$ cat config.mk
export PLATFORM = sky130hd
export DESIGN_NAME = mem_io_initiator_flat
export DESIGN_NICKNAME = d
export VERILOG_FILES = /design/src/rtl/mem_io_initiator_pkg.sv /design/src/rtl/mem_io_initiator_if.sv /design/src/rtl/mem_io_initiator_addr_check.sv /design/src/rtl/mem_io_initiator.sv /design/src/flat_wrapper.sv
export SDC_FILE = /design/constraint.sdc
export NUM_CORES = 1
export LEC_CHECK = 0
export BUFFER_PORTS_ARGS = -buffer_cell sky130_fd_sc_hd__buf_2
export CORE_MARGIN = 10
export CORE_UTILIZATION = 40
export DETAILED_ROUTE_END_ITERATION = 6
export GPL_TIMING_DRIVEN = 0
export PLACE_DENSITY = 0.71
export SKIP_CTS_REPAIR_TIMING = 1
export SYNTH_ARGS = -nofsm -noshare
export SYNTH_HDL_FRONTEND = slang
export SYNTH_SLANG_ARGS = --single-unit
$ cat constraint.sdc
create_clock -name clock -period 3.9 [get_ports clock]
set_input_delay 0.195 -clock clock [delete_from_list [all_inputs] [get_ports clock]]
set_output_delay 0.195 -clock clock [all_outputs]
set_load 0.02 [all_outputs]
$ cat src/rtl/mem_io_initiator_pkg.sv
// Shared types and constants for the data-memory / MMIO bus initiator.
package mem_io_initiator_pkg;

    localparam int DATA_W       = 32;
    localparam int IO_SEL_BIT   = 7;
    localparam int WORD_IDX_MSB = 6;
    localparam int WORD_IDX_LSB = 2;

    typedef logic [DATA_W-1:0] word_t;

    typedef enum logic [1:0] {
        ST_IDLE,
        ST_ISSUE,
        ST_WAIT,
        ST_RESP
    } state_e;

    function automatic logic [WORD_IDX_MSB-WORD_IDX_LSB:0] word_idx(
        input word_t a
    );
        return a[WORD_IDX_MSB:WORD_IDX_LSB];
    endfunction

endpackage

$ cat src/rtl/mem_io_initiator_if.sv
// Core request/response handshakes plus the responder-side bus.
interface mem_io_initiator_if;
    import mem_io_initiator_pkg::*;

    logic  req_valid;
    logic  req_ready;
    logic  req_we;
    word_t req_addr;
    word_t req_wdata;

    logic  resp_valid;
    logic  resp_ready;
    word_t resp_rdata;
    logic  resp_err;
    logic  resp_is_io;

    word_t mem_addr;
    word_t mem_wdata;
    logic  mem_we;
    word_t mem_rdata;

    // Environment side: the core plus the memory/IO responder.
    modport master (
        output req_valid, req_we, req_addr, req_wdata,
        output resp_ready, mem_rdata,
        input  req_ready, resp_valid, resp_rdata,
        input  resp_err, resp_is_io,
        input  mem_addr, mem_wdata, mem_we
    );

    modport slave (
        input  req_valid, req_we, req_addr, req_wdata,
        input  resp_ready, mem_rdata,
        output req_ready, resp_valid, resp_rdata,
        output resp_err, resp_is_io,
        output mem_addr, mem_wdata, mem_we
    );

endinterface

$ cat src/rtl/mem_io_initiator_addr_check.sv
// Address legality and I/O-window decode for the word-addressed bus.
module mem_io_addr_check
    import mem_io_initiator_pkg::*;
#(
    parameter int ADDR_LIMIT_BIT = 8
) (
    input  word_t addr,
    output logic  legal,
    output logic  is_io
);

    always_comb begin
        legal = (addr[1:0] == 2'b00)
             && ((addr >> ADDR_LIMIT_BIT) == '0);
        is_io = addr[IO_SEL_BIT];
    end

endmodule

$ cat src/rtl/mem_io_initiator.sv
// Single-outstanding load/store initiator with fixed read latency.
module mem_io_initiator
    import mem_io_initiator_pkg::*;
#(
    parameter int READ_LAT       = 1,
    parameter int ADDR_LIMIT_BIT = 8
) (
    input  logic              clock,
    input  logic              reset,
    mem_io_initiator_if.slave bus
);

    localparam logic [1:0] CNT_INIT = 2'(READ_LAT - 1);

    state_e     state;
    logic [1:0] cnt;
    logic       we_q;
    logic       legal;
    logic       is_io;

    mem_io_addr_check #(
        .ADDR_LIMIT_BIT(ADDR_LIMIT_BIT)
    ) u_addr_check (
        .addr (bus.req_addr),
        .legal(legal),
        .is_io(is_io)
    );

    always_ff @(posedge clock or posedge reset) begin
        if (reset) begin
            state          <= ST_IDLE;
            cnt            <= '0;
            we_q           <= 1'b0;
            bus.req_ready  <= 1'b1;
            bus.resp_valid <= 1'b0;
            bus.resp_rdata <= '0;
            bus.resp_err   <= 1'b0;
            bus.resp_is_io <= 1'b0;
            bus.mem_addr   <= '0;
            bus.mem_wdata  <= '0;
            bus.mem_we     <= 1'b0;
        end else begin
            bus.mem_we <= 1'b0;
            unique case (state)
                ST_IDLE: begin
                    if (bus.req_valid && bus.req_ready) begin
                        we_q           <= bus.req_we;
                        bus.req_ready  <= 1'b0;
                        bus.resp_rdata <= '0;
                        bus.resp_err   <= !legal;
                        bus.resp_is_io <= is_io;
                        // Illegal requests never reach the responder.
                        if (legal) begin
                            bus.mem_addr <= bus.req_addr;
                            if (bus.req_we) begin
                                bus.mem_wdata <= bus.req_wdata;
                            end
                            bus.mem_we <= bus.req_we;
                            state      <= ST_ISSUE;
                        end else begin
                            bus.resp_valid <= 1'b1;
                            state          <= ST_RESP;
                        end
                    end
                end
                ST_ISSUE: begin
                    if (we_q) begin
                        bus.resp_valid <= 1'b1;
                        state          <= ST_RESP;
                    end else begin
                        cnt   <= CNT_INIT;
                        state <= ST_WAIT;
                    end
                end
                ST_WAIT: begin
                    if (cnt == 2'd0) begin
                        bus.resp_rdata <= bus.mem_rdata;
                        bus.resp_valid <= 1'b1;
                        state          <= ST_RESP;
                    end else begin
                        cnt <= cnt - 2'd1;
                    end
                end
                ST_RESP: begin
                    if (bus.resp_ready) begin
                        bus.resp_valid <= 1'b0;
                        bus.req_ready  <= 1'b1;
                        state          <= ST_IDLE;
                    end
                end
                default: state <= ST_IDLE;
            endcase
        end
    end

endmodule

$ cat src/flat_wrapper.sv
// flat-port wrapper written by rule: the top's interface ports become plain ports
module mem_io_initiator_flat import mem_io_initiator_pkg::*;
#(
    parameter int READ_LAT       = 1,
    parameter int ADDR_LIMIT_BIT = 8
)
  (clock, reset, bus_req_valid, bus_req_we, bus_req_addr, bus_req_wdata, bus_resp_ready, bus_mem_rdata, bus_req_ready, bus_resp_valid, bus_resp_rdata, bus_resp_err, bus_resp_is_io, bus_mem_addr, bus_mem_wdata, bus_mem_we);
  mem_io_initiator_if bus_i ();
  input  logic clock;
  input  logic reset;
  input wire logic [$bits(bus_i.req_valid)-1:0] bus_req_valid;
  input wire logic [$bits(bus_i.req_we)-1:0] bus_req_we;
  input wire logic [$bits(bus_i.req_addr)-1:0] bus_req_addr;
  input wire logic [$bits(bus_i.req_wdata)-1:0] bus_req_wdata;
  input wire logic [$bits(bus_i.resp_ready)-1:0] bus_resp_ready;
  input wire logic [$bits(bus_i.mem_rdata)-1:0] bus_mem_rdata;
  output wire logic [$bits(bus_i.req_ready)-1:0] bus_req_ready;
  output wire logic [$bits(bus_i.resp_valid)-1:0] bus_resp_valid;
  output wire logic [$bits(bus_i.resp_rdata)-1:0] bus_resp_rdata;
  output wire logic [$bits(bus_i.resp_err)-1:0] bus_resp_err;
  output wire logic [$bits(bus_i.resp_is_io)-1:0] bus_resp_is_io;
  output wire logic [$bits(bus_i.mem_addr)-1:0] bus_mem_addr;
  output wire logic [$bits(bus_i.mem_wdata)-1:0] bus_mem_wdata;
  output wire logic [$bits(bus_i.mem_we)-1:0] bus_mem_we;
  assign bus_i.req_valid = bus_req_valid;
  assign bus_i.req_we = bus_req_we;
  assign bus_i.req_addr = bus_req_addr;
  assign bus_i.req_wdata = bus_req_wdata;
  assign bus_i.resp_ready = bus_resp_ready;
  assign bus_i.mem_rdata = bus_mem_rdata;
  assign bus_req_ready = bus_i.req_ready;
  assign bus_resp_valid = bus_i.resp_valid;
  assign bus_resp_rdata = bus_i.resp_rdata;
  assign bus_resp_err = bus_i.resp_err;
  assign bus_resp_is_io = bus_i.resp_is_io;
  assign bus_mem_addr = bus_i.mem_addr;
  assign bus_mem_wdata = bus_i.mem_wdata;
  assign bus_mem_we = bus_i.mem_we;
  mem_io_initiator #(.READ_LAT(READ_LAT), .ADDR_LIMIT_BIT(ADDR_LIMIT_BIT)) u_core (.clock(clock), .reset(reset), .bus(bus_i));
endmodule
; ---- Word-level counts from Yosys, hierarchy flattened
; Index checks and enable logic that the tools add are counted.
[totals]
word_cells = 64
reg_bits = 106
[classes]
eq_ne = 10
n_addsub = 1
n_mux = 24
n_reduce_logical = 18
[ops]
columns = operator, n
row1 = two-way mux 32 bit, 2
row2 = case mux 32 bit (2 select lines), 1
row3 = logical NOT 32 bit, 1
row4 = AND reduction 3 bit, 5
row5 = two-way mux 2 bit, 6
row6 = two-way mux 1 bit, 11
row7 = != test 2 bit (second input constant), 4
row8 = case mux 2 bit (4 select lines), 1
row9 = logical NOT 2 bit, 3
row10 = != test 2 x 1 -> 1 bit (second input constant), 3
row11 = nonzero test 2 bit, 3
row12 = AND reduction 5 bit, 1
row13 = == test 2 bit (second input constant), 2
row14 = case mux 1 bit (4 select lines), 1
row15 = case mux 2 bit (2 select lines), 1
row16 = AND reduction 4 bit, 1
row17 = == test 2 x 1 -> 1 bit (second input constant), 1
row18 = logical AND 1 bit, 2
row19 = case mux 1 bit (2 select lines), 1
row20 = AND reduction 2 bit, 1
row21 = subtractor 2 x 1 -> 2 bit (second input constant), 1
row22 = logical NOT 1 bit, 1

; ---- Logic depth before layout (Yosys ltp)
; Gate-level depths: netlist of the first run.
[logic_depth]
depth_word = 5
depth_mapped = 9

; ---- Hierarchy
; From an unflattened synthesis of the first run, not the netlist that was laid out.
[hier_totals]
cells_unflattened = 348
hier_area_um2 = 4287.9
[by_module_without_submodules]
columns = module, cells_per_inst, n_inst, area_per_inst_um2, seq_area_each_um2
row1 = mem_io_initiator, 337, 1, 4224.1, 2653.8
row2 = mem_io_addr_check, 11, 1, 63.8, 0.0

; ---- Worst setup path before layout of the first run
; OpenSTA, ideal clock, no wires.
[synth_path]
path_kind = reg-to-reg
startpoint = register u_core.state[0]
endpoint = register u_core.bus.mem_addr[2]
t_arrival_ns = 2.018
required_ns = 3.775
setup_ns = 0.125
path_slack_ns = 1.757
stages_incl_launch_ff = 8
cell_sequence = dfrtp_1 -> inv_1 -> ha_1 -> clkbuf_1 -> nand3_1 -> nor4_4 -> buf_4 -> mux2_2
[synth_between]
elab_chain_cells = 2
[synth_lines]
columns = element, line
row1 = "start, declared", mem_io_initiator.sv:15  ; state_e state;
row2 = "start signal, assigned", mem_io_initiator.sv:31  ; state <= ST_IDLE;
row3 = "start signal, assigned", mem_io_initiator.sv:59  ; state <= ST_ISSUE;
row4 = "start signal, assigned", mem_io_initiator.sv:62  ; state <= ST_RESP;
row5 = logical NOT 2 bit, mem_io_initiator.sv:44  ; unique case (state)
row6 = AND reduction 3 bit (no source line), n/a
row7 = "end signal, assigned", mem_io_initiator.sv:54  ; bus.mem_addr <= bus.req_addr;
row8 = "end, declared", mem_io_initiator_if.sv:36  ; output mem_addr, mem_wdata, mem_we
; Every way passes these cells.
; A chain may end at the register's enable or synchronous reset.

; ---- Final worst setup path of the first run
[layout_path]
startpoint = register u_core.state[0]
endpoint = register u_core.bus.mem_addr[7]
; The elaborated chain is that of the path after synthesis.

==> results.toml, run 1 <==
[worst_setup_path]
crit_path_max_fanout = 10
cp-start-kind = "register"
criticalPathCategory = "reg2reg"
crit_arrival_ns = 2.85
end_kind = "register"
required_ns = 4.16

[hold_path]
min-delay-path-class = "in2async"

[die]
core_um2 = 10200
row_count = 37
dieArea_um2 = 14800
die_h_um = 122
die-width_um = 122
start_util_pct = 40.5
pin_count = 202

[synth]
synth_top_area_share_pct = 63.4
ys_warn_count = 0
synth-edff-count = 0
synth_cell_types = 29
yosys.area.top_type = "dfrtp_1"
syn_area_per_cell_um2 = 12.0
synth_commonest_cells = "105 x dfrtp_1, 72 x nand2_1, 37 x mux2_2"
async_flop_share_pct = 100
ys_seq_elements = 106
synth_area_um2 = 4150
ys_seq_area_share_pct = 64.0
synthTopCellsByArea = "dfrtp_1 63%, mux2_2 10%, nand2_1 6.5%"
ys.flop_type = "dfrtp_1"
yosysMostFrequentCell = "dfrtp_1"
synth_nets = 452
netlist_instances = 346

[global_route]
track_usage_pct = 15.4
antenna_found_initial = 0
grt_max_degree = 65
grt_pass1_vias = 3436
gr-total-overflow = 0
grt_first_pass_wirelength_um = 18300

[place]
dp_cells = 684
io_buffers = 201
dp_hpwl_um = 9340
gp_congestion = 0.902

[cts]
clk_pin_slew_worst_paths_ns = 0.10
root_buffer = "clkbuf_8"
cts_tree = "built"
htree_num_levels = 3
cts_sinks = 106
cts_buffer_depth = 2
cts_buffers = 9
worst_skew_pair.late_latency_ns = 0.37

[sta]
tns_ns = 0
drv_slew = 0
worst_pin_slew_ns = 0.790
period_needed_ns = 2.59
grt_setup_unrepaired = "false"
hold_viol = 42
layout_worst_path_cycle_share_pct = 66.4
hold-worst-slack_ns = -0.0529
setup_violations = 0
worst_slew_margin_rel_pct = 47.3
max_freq_mhz = 386
finClkSkew_ns = 0.00733

[drt]
wire_per_inst_um = 16.5
avgViaCountPerCell = 4.66
ant_nets = 0
drtIter0Drc = 128
drt-total-wl_um = 11600
num_vias = 3260
dr.pass1.iters = 4
drc = 0

[power]
vdd_drop_max_mv = 0.360
p_leak_nw = 3.31
power_density_nw_per_um2 = 514

[final_layout]
n_antenna_cell = 0
area_growth_pct = 34.4
layout-drive-gt1-share_pct = 46.8
final_cell_count_no_fill = 700
nets = 665

[run_status]
outcome = "finished with violations"
violations = "negative hold slack"

[flow_run]
maxCapViolCount = 0
-- per-layer routing --
| layer | share of wire (%) | GRT usage (%) |
|---|---|---|
| met3 | 13 | 8.14 |
| met2 | 45 | 24.4 |
| met4 | 1.5 | 4.62 |
| met1 | 40 | 17.7 |
| met5 | 0 | 0 |
-- layout make-up --
class / instances / area [um2]
buffer: 18 / 95.1
clock buffer: 11 / 141
clock inverter: 5 / 86.3
fill: 895 / 4660
inverter: 9 / 36.3
multi-input combinational: 213 / 1360
sequential: 106 / 2650
tap: 136 / 170
timing repair buffer: 202 / 1030
-- stage by stage --
step                      worst slack [ns]  instance area (um2)  utilization (%)  total power (W)  hold slack, ns
after floorplan                      0.918                 4150                -          0.00185           0.330
after global placement              -0.166                 5320             52.0          0.00211           0.416
final                                 1.31                 5570             54.5          0.00286         -0.0529
after global routing                  1.13                 5570             54.5          0.00306          0.0140
after CTS                             1.26                 5570             54.5          0.00291         -0.0235
after detailed placement              1.28                 5350             52.2          0.00214           0.395
-- critical path, cell delays in order, from the launching register on --
cell and delay [ns]:
dfrtp_1 0.41, inv_1 0.12, ha_1 0.15, clkbuf_1 0.31, nand3_1 0.31, nor4_4 0.56, buf_4 0.26, mux2_2 0.34
-- path summary, 6_finish.rpt --
path / from / to / slack, ns / cells past startpoint
hold / removal: reset / u_core.bus.mem_addr[26] / -0.05 / 2
min in group clock: bus_req_wdata[25] / u_core.bus.mem_wdata[25] / 0.04 / 2
hold reg to reg: u_core.bus.resp_rdata[21] / u_core.bus.resp_rdata[21] / 0.47 / 2
setup reg to reg: u_core.state[0] / u_core.bus.mem_addr[7] / 1.31 / 7
setup / recovery: u_core.state[0] / u_core.bus.mem_addr[7] / 1.31 / 7
max in group asynchronous: reset / u_core.bus.resp_rdata[15] / 3.23 / 3
-- cells by family (layout without fill, tap and decap cells) --
| group | count (synthesis) | count (layout) | share of synthesized area (%) |
|---|---|---|---|
| compound gates | 12 | 12 | 1.72 |
| fa+ha+maj | 5 | 5 | 1.51 |
| buf+inv | 27 | 245 | 3.11 |
| flops | 106 | 106 | 64.0 |
| mux | 40 | 40 | 10.8 |
| simple gates | 156 | 156 | 18.8 |
-- flip-flops by register name (all words and copies together), names as in the netlist, 2 cells and up --
name / flops
u_core.bus.mem_addr: 32
u_core.bus.mem_wdata: 32
u_core.bus.resp_rdata: 32
u_core.cnt: 2
u_core.state: 2
-- report_power, final --
| part | total, W | internal (W) | switching, W |
|---|---|---|---|
| clock | 0.000761 | 0.000384 | 0.000377 |
| sequential | 0.00127 | 0.00121 | 0.0000626 |
| combinational | 0.000830 | 0.000263 | 0.000566 |
| total | 0.00286 | 0.00186 | 0.00101 |
-- layout by cell type, fill, tap and decap left out, types with 2 or more instances in the layout --
cell type | netlist | final
inv_1 | 9 | 8
o21ai_0 | 5 | 5
buf_6 | 3 | 3
ha_1 | 5 | 5
or3_1 | 2 | 2
nor4_4 | 2 | 2
nor2_1 | 4 | 4
a21oi_1 | 3 | 3
buf_2 | 1 | 202
nor2b_1 | 28 | 28
clkbuf_1 | 13 | 14
nand3_1 | 35 | 35
nor4_1 | 7 | 7
clkinvlp_4 | 0 | 2
mux2_2 | 37 | 37
mux2_1 | 2 | 2
nand2_1 | 72 | 72
bufinv_16 | 0 | 2
dfrtp_1 | 105 | 105
nand4_1 | 2 | 2
clkbuf_8 | 0 | 10
(Power assumes the default switching activity.)
==> inputs of run 2 (changes only) <==
clock period = 2.5 ns   (was 3.9 ns; I/O delays follow)
==> run 2 against run 1 <==
Against the previous run: the run still ends with negative hold slack left; combinational power rose by 70%; highest routed layer unchanged; non-clock buffer count rose by 56; final cell count rose by 8.0%; final area rose by 9.9%; clock-buffer cell count did not move; first-iteration DRC count rose by 31%; via count rose by 7.9%; maximum frequency rose by 14%; global-route usage barely moved; sequential power rose by 57%; clock skew rose by 0.0031 ns.
==> results.toml, run 2 (same netlist as run 1, synthesis figures left out) <==
[sta]
layout_setup_ws_ns = 0.232
period_needed_ns = 2.27
hold_viol = 9
finClkSkew_ns = 0.0104
setup_violations = 0
worst_pin_slew_ns = 0.780
hold-worst-slack_ns = -0.00848
drv_slew = 0
max_freq_mhz = 441
layout_worst_path_cycle_share_pct = 90.7
grt_setup_unrepaired = "false"
worst_slew_margin_rel_pct = 47.9

[cts]
clk_pin_slew_worst_paths_ns = 0.10
worst_skew_pair.late_latency_ns = 0.36
cts_buffer_depth = 2
htree_num_levels = 3
root_buffer = "clkbuf_8"
cts_buffers = 9
cts_sinks = 106
cts_tree = "built"

[drt]
avgViaCountPerCell = 4.65
drt-total-wl_um = 12900
ant_nets = 0
num_vias = 3516
wire_per_inst_um = 17.0
dr.pass1.iters = 4
drc = 0
drtIter0Drc = 168

[final_layout]
area_growth_pct = 47.8
layout-drive-gt1-share_pct = 44.7
n_antenna_cell = 0
top_regs = "u_core.bus.mem_addr: 32 flops, u_core.bus.mem_wdata: 32 flops, u_core.bus.resp_rdata: 32 flops"
final_cell_mix = "202 x buf_2, 105 x dfrtp_1, 72 x nand2_1"
final_cell_count_no_fill = 756
nets = 721
mostFrequentLayoutCell = "buf_2"

[run_status]
outcome = "finished with violations"
violations = "negative hold slack"

[worst_setup_path]
path_cells = "inv_1, ha_1, nand4_1, nor4_4, buf_4, buf_6, mux2_2"
crit_path_max_fanout = 10
cp-start-kind = "register"
critical_path.max_stage_delay_ns = 0.42
r2r_slack_ns = 0.23
criticalPathCategory = "reg2reg"
required_ns = 2.74
crit_arrival_ns = 2.51
slowest_stage = "dfrtp_1"
end_kind = "register"

[global_route]
antenna_found_initial = 0
track_usage_pct = 15.4
gr-total-overflow = 0
grt_first_pass_wirelength_um = 18500
grt_pass1_vias = 3563
grt_max_degree = 38

[place]
io_buffers = 201
gp_congestion = 0.926
pre_cts_ws_ns = -0.221
dp_hpwl_um = 9520
dp_cells = 685

[die]
row_count = 37
start_util_pct = 40.5
dieArea_um2 = 14800
pin_count = 202
die_h_um = 122
core_um2 = 10200
die-width_um = 122

[power]
p_leak_nw = 3.56
power_w = 0.00444
power_density_nw_per_um2 = 725
vdd_drop_max_mv = 0.569

[hold_path]
min-delay-path-class = "in2reg"

[flow_run]
maxCapViolCount = 0
run 2: per-layer routing:
layer	vias up	track usage (%)	routed length (um)
li1	1691	-	-
met1	1668	17.5	5110
met2	150	25.7	6190
met3	7	8.09	1520
met4	0	2.53	70
met5	-	0	0
run 2: worst max-delay path, delay by kind of cell (launching register included):
kind	cells	cell delay, ns
adder cells (fa/ha/maj)	1	0.36
multiplexers	1	0.35
buffers and inverters	3	0.45
AND/OR/NAND/NOR	2	0.57
flip-flops	1	0.42
run 2: final cells by class:
| type | count | area (um2) |
|---|---|---|
| flip-flops and latches | 106 | 2650 |
| plain buffers | 17 | 96.3 |
| clock inverters | 5 | 46.3 |
| repair buffers | 259 | 1600 |
| inverters | 9 | 37.5 |
| multi-input cells | 213 | 1380 |
| clock buffers | 11 | 151 |
| well taps | 136 | 170 |
| fillers | 864 | 4100 |
run 2: through the flow:
| stage | util, % | TNS, ns | instance area [um2] |
|---|---|---|---|
| 3_3_place_gp | 52.1 | -0.956 | 5330 |
| 3_5_place_dp | 52.5 | -1.86 | 5370 |
| 5_1_grt | 59.9 | 0 | 6130 |
| 2_1_floorplan | - | 0 | 4150 |
| 4_1_cts | 54.4 | -1.94 | 5560 |
| 6_report | 59.9 | 0 | 6130 |
run 2: report_power, final:
group	internal, W	switching (W)
Sequential	0.00189	0.000103
Clock	0.000433	0.000606
Combinational	0.000486	0.000923
Total	0.00281	0.00163
run 2: worst paths after layout:
| check | startpoint | endpoint | cells past startpoint |
|---|---|---|---|
| max | u_core.state[0] | u_core.bus.mem_wdata[1] | 7 |
| min | bus_mem_rdata[11] | u_core.bus.resp_rdata[11] | 3 |
| max reg2reg | u_core.state[0] | u_core.bus.mem_wdata[1] | 7 |
| min reg2reg | u_core.bus.resp_rdata[12] | u_core.bus.resp_rdata[12] | 2 |
| max in group asynchronous | reset | u_core.bus.resp_rdata[6] | 5 |
| min in group asynchronous | reset | u_core.bus.mem_wdata[23] | 3 |
==> inputs of run 3 (changes only) <==
CORE_MARGIN = 2   (was 10)
GPL_TIMING_DRIVEN = 1   (was 0)
HOLD_SLACK_MARGIN = 0.03   (was unset)
==> run 3 against run 2 <==
Against the previous run: the run still ends with negative hold slack left; clock skew grew 0.0071 ns; final cell count grew 0.40%; global-route usage grew 2.1 points; critical path depth shrank 1; core utilization grew 1.4 points; combinational power is essentially flat; via count grew 0.68%; register-to-register slack is essentially flat; sequential share of layout area shrank 0.80 points.
==> results.toml, run 3 (same netlist as run 1, synthesis figures left out) <==
[run_status]
outcome = "finished with violations"
violations = "negative hold slack"

[worst_setup_path]
reg2reg_depth = 6
required_ns = 2.77
crit_arrival_ns = 2.54
end_kind = "register"
cpLargestDelayFamily = "simple AND/OR/NAND/NOR gates"
crit_cells = 6
criticalPathCategory = "reg2reg"
path_cells = "inv_1, ha_1, nand3_1, nor4_4, buf_4, mux2_2"
critical_path.max_stage_delay_ns = 0.41
cp-start-kind = "register"
crit_path_max_fanout = 23
critPathBufInv = 2
slowest_stage = "dfrtp_1"

[die]
pin_count = 202
core_um2 = 10200
die_h_um = 106
start_util_pct = 40.7
row_count = 37
dieArea_um2 = 11200
die-width_um = 106

[sta]
layout_setup_ws_ns = 0.224
worst_pin_slew_ns = 0.481
period_needed_ns = 2.28
layout_worst_path_cycle_share_pct = 91.1
grt_setup_unrepaired = "false"
hold_viol = 1
worst_slew_margin_rel_pct = 67.6
setup_violations = 0
hold-worst-slack_ns = -0.00493
drv_slew = 0
finClkSkew_ns = 0.0175
tns_ns = 0
max_freq_mhz = 439

[cts]
cts_buffers = 9
cts_tree = "built"
worst_skew_pair.late_latency_ns = 0.37
htree_num_levels = 3
cts_sinks = 106
cts_buffer_depth = 2
root_buffer = "clkbuf_8"
clk_pin_slew_worst_paths_ns = 0.12

[power]
vdd_drop_max_mv = 0.407
p_leak_nw = 3.60
power_density_nw_per_um2 = 710

[drt]
dr.pass1.iters = 4
drtIter0Drc = 119
drc = 0
num_vias = 3540
wire_per_inst_um = 14.5
ant_nets = 0
avgViaCountPerCell = 4.66
drt-total-wl_um = 11000

[final_layout]
mostFrequentLayoutCell = "buf_2"
top_regs = "u_core.bus.mem_addr: 32 flops, u_core.bus.mem_wdata: 32 flops, u_core.bus.resp_rdata: 32 flops"
area_growth_pct = 50.5
nets = 724
n_antenna_cell = 0
layout-drive-gt1-share_pct = 43.0
final_cell_mix = "201 x buf_2, 105 x dfrtp_1, 72 x nand2_1"

[global_route]
gr-total-overflow = 0
track_usage_pct = 17.5
grt_first_pass_wirelength_um = 15200
grt_max_degree = 63
grt_pass1_vias = 3188
antenna_found_initial = 0

[place]
gp_congestion = 0.733
pre_cts_ws_ns = 0.208
dp_hpwl_um = 7430
io_buffers = 201

[hold_path]
min_path_cells = 3
min-delay-path-class = "in2reg"

[flow_run]
maxCapViolCount = 0
[run 3: cell types whose count changed in the layout (fill, tap and decap cells not counted), moves of 2 or more]
cell,delta
clkbuf_1,-8
buf_6,-3
inv_8,-2
clkbuf_8,-2
clkbuf_2,-4
inv_6,+4
clkinvlp_4,-2
clkinv_8,+3
dlygate4sd3_1,+18
[run 3: metal layers]
layer,vias up,wire length [um],track usage [%]
met5,-,0,0
met1,1666,4430,21.7
met3,14,811,4.82
li1,1700,-,-
met2,160,5620,29.5
met4,0,117,6.20
[run 3: cell type report]
| type | count | area [um2] |
|---|---|---|
| Fill cell | 790 | 3940 |
| Sequential cell | 106 | 2650 |
| Timing Repair Buffer | 279 | 1800 |
| Clock buffer | 9 | 124 |
| Tap cell | 136 | 170 |
| Multi-Input combinational cell | 213 | 1370 |
| Inverter | 9 | 37.5 |
| Clock inverter | 7 | 83.8 |
[run 3: worst paths after layout]
check | from | to | slack, ns
setup / recovery | u_core.state[0] | u_core.bus.mem_addr[6] | 0.22
hold reg to reg | u_core.bus.resp_rdata[15] | u_core.bus.resp_rdata[15] | 0.47
setup reg to reg | u_core.state[0] | u_core.bus.mem_addr[6] | 0.22
min in group asynchronous | reset | u_core.bus.mem_wdata[9] | 0.37
hold / removal | bus_mem_rdata[20] | u_core.bus.resp_rdata[20] | -0.005
max in group asynchronous | reset | u_core.bus.req_ready | 1.79
[run 3: tightest hold or removal path, delay by kind of cell]
family,cells,cell delay [ns]
AND/OR/NAND/NOR,2,0.13
buffers and inverters,1,0.07
[run 3: where the power goes]
part	switching (W)	internal (W)	total (W)
Sequential	0.000101	0.00189	0.00199
Clock	0.000647	0.000402	0.00105
Combinational	0.000905	0.000487	0.00139
Total	0.00165	0.00278	0.00443
[run 3: through the flow]
step	util (%)	std cells	power [W]	area [um2]
after floorplan	-	346	0.00288	4150
after global placement	52.4	673	0.00329	5330
after detailed placement	52.4	673	0.00333	5330
after CTS	54.4	689	0.00439	5540
after global routing	61.3	759	0.00473	6240
final	61.3	759	0.00443	6240
